**config.mk**
```make
export PLATFORM = sky130hd
export DESIGN_NAME = seq_restoring_div8x4
export DESIGN_NICKNAME = d
export VERILOG_FILES = /design/src/rtl/div_pkg.sv /design/src/rtl/div_trial_sub.sv /design/src/rtl/seq_restoring_div8x4.sv
export SDC_FILE = /design/constraint.sdc
export NUM_CORES = 1
export LEC_CHECK = 0
export ABC_AREA = 1
export CAP_MARGIN = 30
export CELL_PAD_IN_SITES_DETAIL_PLACEMENT = 1
export CELL_PAD_IN_SITES_GLOBAL_PLACEMENT = 2
export CORE_MARGIN = 1
export CORE_UTILIZATION = 31
export CTS_BUF_LIST = sky130_fd_sc_hd__clkbuf_8
export DETAILED_ROUTE_END_ITERATION = 8
export PLACE_DENSITY_LB_ADDON = 0.1
export SLEW_MARGIN = 0
export SYNTH_ARGS = -nofsm -noshare
export SYNTH_HDL_FRONTEND = slang
export SYNTH_SLANG_ARGS = --single-unit
export TNS_END_PERCENT = 10
```
**constraint.sdc**
```tcl
create_clock -name clk -period 4.7 [get_ports clk]
set_clock_uncertainty 0.05 [all_clocks]
set_input_delay 0.94 -clock clk [delete_from_list [all_inputs] [get_ports clk]]
set_output_delay 0.94 -clock clk [all_outputs]
set_load 0.005 [all_outputs]
```
**src/rtl/div_pkg.sv**
```systemverilog
// Shared widths, FSM encoding and constants for the 8-by-4 sequential restoring divider.
package div_pkg;

    localparam int DW    = 8;
    localparam int VW    = 4;
    localparam int PRW   = 5;
    localparam int CNT_W = 3;

    typedef enum logic [1:0] {
        IDLE = 2'd0,
        CALC = 2'd1,
        DONE = 2'd2
    } state_t;

    localparam logic [DW-1:0] DBZ_QUOTIENT = 8'hFF;

endpackage

```
**src/rtl/div_trial_sub.sv**
```systemverilog
// Trial subtraction for one restoring-division step: partial remainder minus divisor.
module div_trial_sub
    import div_pkg::*;
(
    input  logic [PRW-1:0] minuend,
    input  logic [VW-1:0]  subtrahend,
    output logic [PRW-1:0] difference,
    output logic           ge
);

    logic [PRW:0] full_diff;

    // One extra bit holds the sign of the trial result.
    assign full_diff  = {1'b0, minuend} - {2'b00, subtrahend};
    assign difference = full_diff[PRW-1:0];
    assign ge         = ~full_diff[PRW];

endmodule

```
**src/rtl/seq_restoring_div8x4.sv**
```systemverilog
// Sequential restoring divider, 8-bit dividend by 4-bit divisor, one quotient bit per clock.
//   state | meaning
//   IDLE  | waiting for operands, in_ready high
//   CALC  | eight shift/trial-subtract steps
//   DONE  | result presented until out_ready
module seq_restoring_div8x4 #(
    parameter int DW = 8,
    parameter int VW = 4
) (
    input  logic          clk,
    input  logic          rst,
    input  logic          in_valid,
    output logic          in_ready,
    input  logic [DW-1:0] dividend,
    input  logic [VW-1:0] divisor,
    output logic          out_valid,
    input  logic          out_ready,
    output logic [DW-1:0] quotient,
    output logic [VW-1:0] remainder,
    output logic          div_by_zero,
    output logic          busy
);

    import div_pkg::*;

    state_t           state;
    state_t           state_next;
    logic [DW-1:0]    dvd_shift;
    logic [VW-1:0]    dvs;
    logic [PRW-1:0]   pr;
    logic [CNT_W-1:0] count;

    logic [PRW-1:0]   pr_shift;
    logic [PRW-1:0]   trial_diff;
    logic             trial_ge;
    logic [PRW-1:0]   pr_step;

    assign pr_shift = {pr[PRW-2:0], dvd_shift[DW-1]};
    assign pr_step  = trial_ge ? trial_diff : pr_shift;

    div_trial_sub u_trial (
        .minuend    (pr_shift),
        .subtrahend (dvs),
        .difference (trial_diff),
        .ge         (trial_ge)
    );

    always_ff @(posedge clk) begin
        if (rst) begin
            state <= IDLE;
        end else begin
            state <= state_next;
        end
    end

    always_comb begin
        state_next = state;
        case (state)
            IDLE: begin
                if (in_valid) begin
                    state_next = (divisor == '0) ? DONE : CALC;
                end
            end
            CALC: begin
                if (count == '0) begin
                    state_next = DONE;
                end
            end
            DONE: begin
                if (out_ready) begin
                    state_next = IDLE;
                end
            end
            default: state_next = IDLE;
        endcase
    end

    always_comb begin
        in_ready  = (state == IDLE);
        busy      = (state == CALC);
        out_valid = (state == DONE);
    end

    // The dividend register doubles as the quotient accumulator: each step shifts
    // one dividend bit out of the top and one quotient bit in at the bottom.
    always_ff @(posedge clk) begin
        if (rst) begin
            dvd_shift   <= '0;
            dvs         <= '0;
            pr          <= '0;
            count       <= '0;
            quotient    <= '0;
            remainder   <= '0;
            div_by_zero <= 1'b0;
        end else begin
            case (state)
                IDLE: begin
                    if (in_valid) begin
                        if (divisor == '0) begin
                            quotient    <= DBZ_QUOTIENT;
                            remainder   <= '0;
                            div_by_zero <= 1'b1;
                        end else begin
                            dvd_shift <= dividend;
                            dvs       <= divisor;
                            pr        <= '0;
                            count     <= CNT_W'(DW - 1);
                        end
                    end
                end
                CALC: begin
                    dvd_shift <= {dvd_shift[DW-2:0], trial_ge};
                    pr        <= pr_step;
                    count     <= count - 1'b1;
                    if (count == '0) begin
                        quotient    <= {dvd_shift[DW-2:0], trial_ge};
                        remainder   <= pr_step[VW-1:0];
                        div_by_zero <= 1'b0;
                    end
                end
                default: ;
            endcase
        end
    end

endmodule
```
== Word-level counts from Yosys, hierarchy flattened ==
Cells that the tools add are included.
Operators by class
  add/sub/neg operators: 2
  equal/unequal tests: 7
  mux-type cells: 27
  bitwise logic cells: 2
  reductions and logical operators: 8
Operators by type and width (number)
  8-bit 2-to-1 mux: 5
  8-bit one-hot mux with 2 select lines: 2
  4-bit 2-to-1 mux: 6
  4-bit one-hot mux with 2 select lines: 2
  3-bit AND reduction: 3
  2-bit 2-to-1 mux: 4
  3-bit 2-to-1 mux: 2
  2-bit by 1-bit != test with 1-bit output, second input constant: 3
  2-bit one-hot mux with 3 select lines: 1
  3-bit one-hot mux with 2 select lines: 1
  5-bit by 4-bit subtractor with 6-bit output: 1
  4-bit zero test: 1
  2-bit != test, second input constant: 2
  4-bit AND reduction: 1
  3-bit zero test: 1
  1-bit 2-to-1 mux: 3
  3-bit by 1-bit subtractor with 3-bit output, second input constant: 1
  2-bit by 1-bit equality test with 1-bit output, second input constant: 1
  2-bit equality test, second input constant: 1
  2-bit zero test: 1
  1-bit NOT: 2
  1-bit one-hot mux with 2 select lines: 1
  2-bit nonzero test: 1
Word-level totals
  bits in registers: 34
  output and inout bits: 16

== Longest topological paths before layout ==
  depth in word-level cells: 4
  depth in mapped cells: 11

== Cells and area by module ==
Synthesis repeated with hierarchy kept, for this count alone.
Second synthesis, totals
  cell total of the unflattened synthesis: 247
  area total of the unflattened synthesis: 1672.9 um^2
By module, submodules not included
  seq_restoring_div8x4: instances 1, cells an instance 213, area an instance 1481.4 um^2, sequential area each 680.7 um^2
  div_trial_sub: instances 1, cells an instance 34, area an instance 191.4 um^2, sequential area each 0.0 um^2

== Worst setup path after synthesis ==
Ideal clock, no wire load.
  path kind: input -> register
  start: in divisor[3]
  end: reg quotient[0]
  library setup time: 0.118 ns
  arrival: 1.707 ns
  data required time: 4.532 ns
  slack: 2.825 ns
  stages on the path: 7
  buffers on the path: 1
  cell sequence: nor2_1 nand3_1 nand2_1 nand3_2 buf_4 nor3_1 nor2_1
On the way
  cells in the longest elaborated chain, start to end: 3
RTL lines
  start, declared: RTL line seq_restoring_div8x4.sv:15  | input logic [VW-1:0] divisor,
  4-bit zero test: RTL line seq_restoring_div8x4.sv:99  | if (divisor == '0) begin
  2-bit by 1-bit != test with 1-bit output (no source line)
  4-bit AND reduction (no source line)
  end signal, assigned: RTL line seq_restoring_div8x4.sv:116  | quotient <= {dvd_shift[DW-2:0], trial_ge};
  end, declared: RTL line seq_restoring_div8x4.sv:18  | output logic [DW-1:0] quotient,
Every way passes these cells.
A chain may end at the register's enable or synchronous reset.

== Worst setup path after layout ==
  start: reg state[1]
  end: out busy
On the way
  cells in the longest elaborated chain, start to end: 1
RTL lines
  start, declared: RTL line seq_restoring_div8x4.sv:26  | state_t state;
  start signal, assigned: RTL line seq_restoring_div8x4.sv:52  | state <= state_next;
  2-bit by 1-bit equality test with 1-bit output: RTL line seq_restoring_div8x4.sv:80  | busy = (state == CALC);
  end, declared: RTL line seq_restoring_div8x4.sv:21  | output logic busy
Every way passes these cells.

==> impl_metrics.toml <==
[cells_and_area]
fin_nets = 292
multi_input_area_um2 = 790
final_common_cell = "nand2_1"
final_cells = 340
antennaDiodeCount = 0
final-seq-area_um2 = 681
fillers = 666
layout-drive-gt1-share_pct = 6.30
mostFrequentLayoutCells = "nand2_1 (53), inv_1 (37), dfxtp_1 (34)"
syn2layout_area_growth_pct = 26.2

[place]
place_hpwl_um = 3060
dp.cells = 332
portBuffers = 31
place_congestion = 0.698

[routing]
antenna_left = 0
routed_wl_um = 4280
drt-pass1-iter-count = 4
routed-via-count = 1580
drcViolationCount = 0
vias_per_cell = 4.65
wl_per_cell_um = 12.6
drt_iter0_markers = 58

[clock_network]
holdBufCountCts = 0
clk_pin_slew_ns = 0.07
cts_tree = "done"
post-cts-setup-buffers = 0
cts_max_path_buffers = 2
numCtsBuffers = 5
root_buffer = "clkbuf_8"
htreeDepth = 2
ctsResizeCount = 0
clk_latency_ns = 0.29
clock_sinks = 34

[run_status]
outcome = "finished, final reports clean"

[yosys]
synth.avg_cell_area_um2 = 7.02
syn_inst = 239
ys_seq_area_share_pct = 40.6
ys_warn_count = 0
ys_types = 23
synth_seq_cells = 34
syn_nets = 262
syn_area_um2 = 1680

[power_and_ir_drop]
cellPowerDensity_nw_per_um2 = 414
vdd_drop_max_mv = 0.172
p_leak_uw = 0.000971

[global_route]
grt_pass1_vias = 1474
antenna_found_initial = 0
grt_max_degree = 21
groute.usage.overall_pct = 16.8
grt_pass1_wl_um = 7020
grt_overflow = 0

[sta]
finalSetupTns_ns = 0
fin_crit_sh_pct = 64.5
finalCriticalPeriod_ns = 3.03
slew_viol_final = 0
tightest_slew_ns = 0.721
hold_viol = 0
fmax_mhz = 330
rsz0062_at_grt = "false"
setup_viol = 0
slew_headroom_pct = 51.8

[hold_path]
worstHoldPathType = "register to register"
hold_path_startpoint = "dvs[0]$_SDFFE_PP0P_"

[die]
rows = 26
die_area_um2 = 5710
die-height_um = 75.5
die_width_um = 75.5
core_um2 = 5170
start_util_pct = 32.4
num_io_pins = 32

[setup_path]
reg2regPathDepth = 7
worst_setup_path_start_kind = "register"
crit_arrival_ns = 2.04
worst-path-stages = 4
reg2reg_from = "state[1]$_SDFFE_PP0P_"
startpoint = "state[1]$_SDFFE_PP0P_"
critPathKind = "register to output pin"
rr_endpoint = "quotient[0]$_SDFFE_PP0P_"
crit_required_ns = 3.71
cpLargestDelayFamily = "buffers and inverters"
critical_path.max_stage_delay_ns = 0.55
crit_buf_inv = 3
cp-end-kind = "output pin"
crit_path_max_fanout = 20
reg2reg_slack_ns = 2.72
crit_slowest_cell = "clkdlybuf4s50_1"
cp_cell_sequence = "inv_2, nand2_1, inv_4, clkdlybuf4s50_1"
crit_end = "busy"

[job]
cap_violations = 0
-- routing by layer --
metal,vias up,track usage [%],wire [um]
met3,5,4.37,130
met5,-,0,0
li1,821,-,-
met1,734,21.4,2040
met4,0,5.56,65
met2,20,27.6,2040
-- Yosys cell counts, drive strengths merged --
cell / instances / share of area [%]
ha: 6 / 4.5
nand3: 18 / 5.7
buf: 6 / 2.8
nand2: 55 / 13
nor2: 21 / 5.7
nor3: 1 / 0.30
o21ai: 23 / 6.9
xnor2: 1 / 0.52
nand4: 6 / 2.2
inv: 39 / 8.9
clkbuf: 3 / 0.67
fa: 1 / 1.2
a21oi: 25 / 7.5
dfxtp: 34 / 41
-- area by class of cell --
type | count | area share [%]
clock buffer | 6 | 3.90
clock inverter | 2 | 0.414
inverter | 39 | 7.04
multi-input combinational | 157 | 37.3
sequential | 34 | 32.2
tap | 70 | 4.14
timing repair buffer | 32 | 15.0
-- through the flow --
stage | worst slack (ns) | util (%) | hold slack [ns] | instance area [um^2] | total power, uW
CTS | 1.62 | 40.9 | 0.409 | 2120 | 892
detailed placement | 1.97 | 39.1 | 0.399 | 2020 | 666
global route | 1.51 | 40.9 | 0.438 | 2120 | 948
finish | 1.67 | 40.9 | 0.408 | 2120 | 876
floorplan | 2.83 | - | 0.377 | 1680 | 558
global placement | 1.99 | 39.1 | 0.400 | 2020 | 664
-- sequential cells by signal, indices dropped and copies added (netlist names) --
| name | cells |
|---|---|
| dvd_shift | 8 |
| remainder | 4 |
| pr | 4 |
| count | 3 |
| dvs | 4 |
| div_by_zero | 1 |
| quotient | 8 |
| state | 2 |
-- how the worst min path moves through the flow --
stage	endpoint	depth (start not counted)
2_1_floorplan	dvs[0]$_SDFFE_PP0P_	2
3_3_place_gp	dvs[0]$_SDFFE_PP0P_	2
3_5_place_dp	dvs[0]$_SDFFE_PP0P_	2
4_1_cts	dvs[0]$_SDFFE_PP0P_	2
5_1_grt	dvs[0]$_SDFFE_PP0P_	2
6_report	dvs[0]$_SDFFE_PP0P_	2
-- where the power goes --
group / switching [uW] / internal (uW) / total [uW]
Combinational: 165 / 123 / 288
Clock: 107 / 116 / 223
Sequential: 28.5 / 337 / 366
Total: 300 / 576 / 876
-- worst reg2reg max path, stage by stage (launching register included) --
cell	delay [ns]
dfxtp_1	0.39
inv_2	0.06
nand2_1	0.53
nor2_2	0.11
inv_1	0.12
nand3_2	0.29
nor3_1	0.25
nor2_1	0.07
-- cell families (layout without fill, tap and decap cells) --
group	Yosys count	after routing	synth area share (%)
flops	34	34	40.6
simple gates	101	101	26.6
compound gates	48	48	14.3
buf+inv	48	79	12.3
xor+xnor	1	1	0.522
fa+ha+maj	7	7	5.67
(Power assumes the default switching activity.)
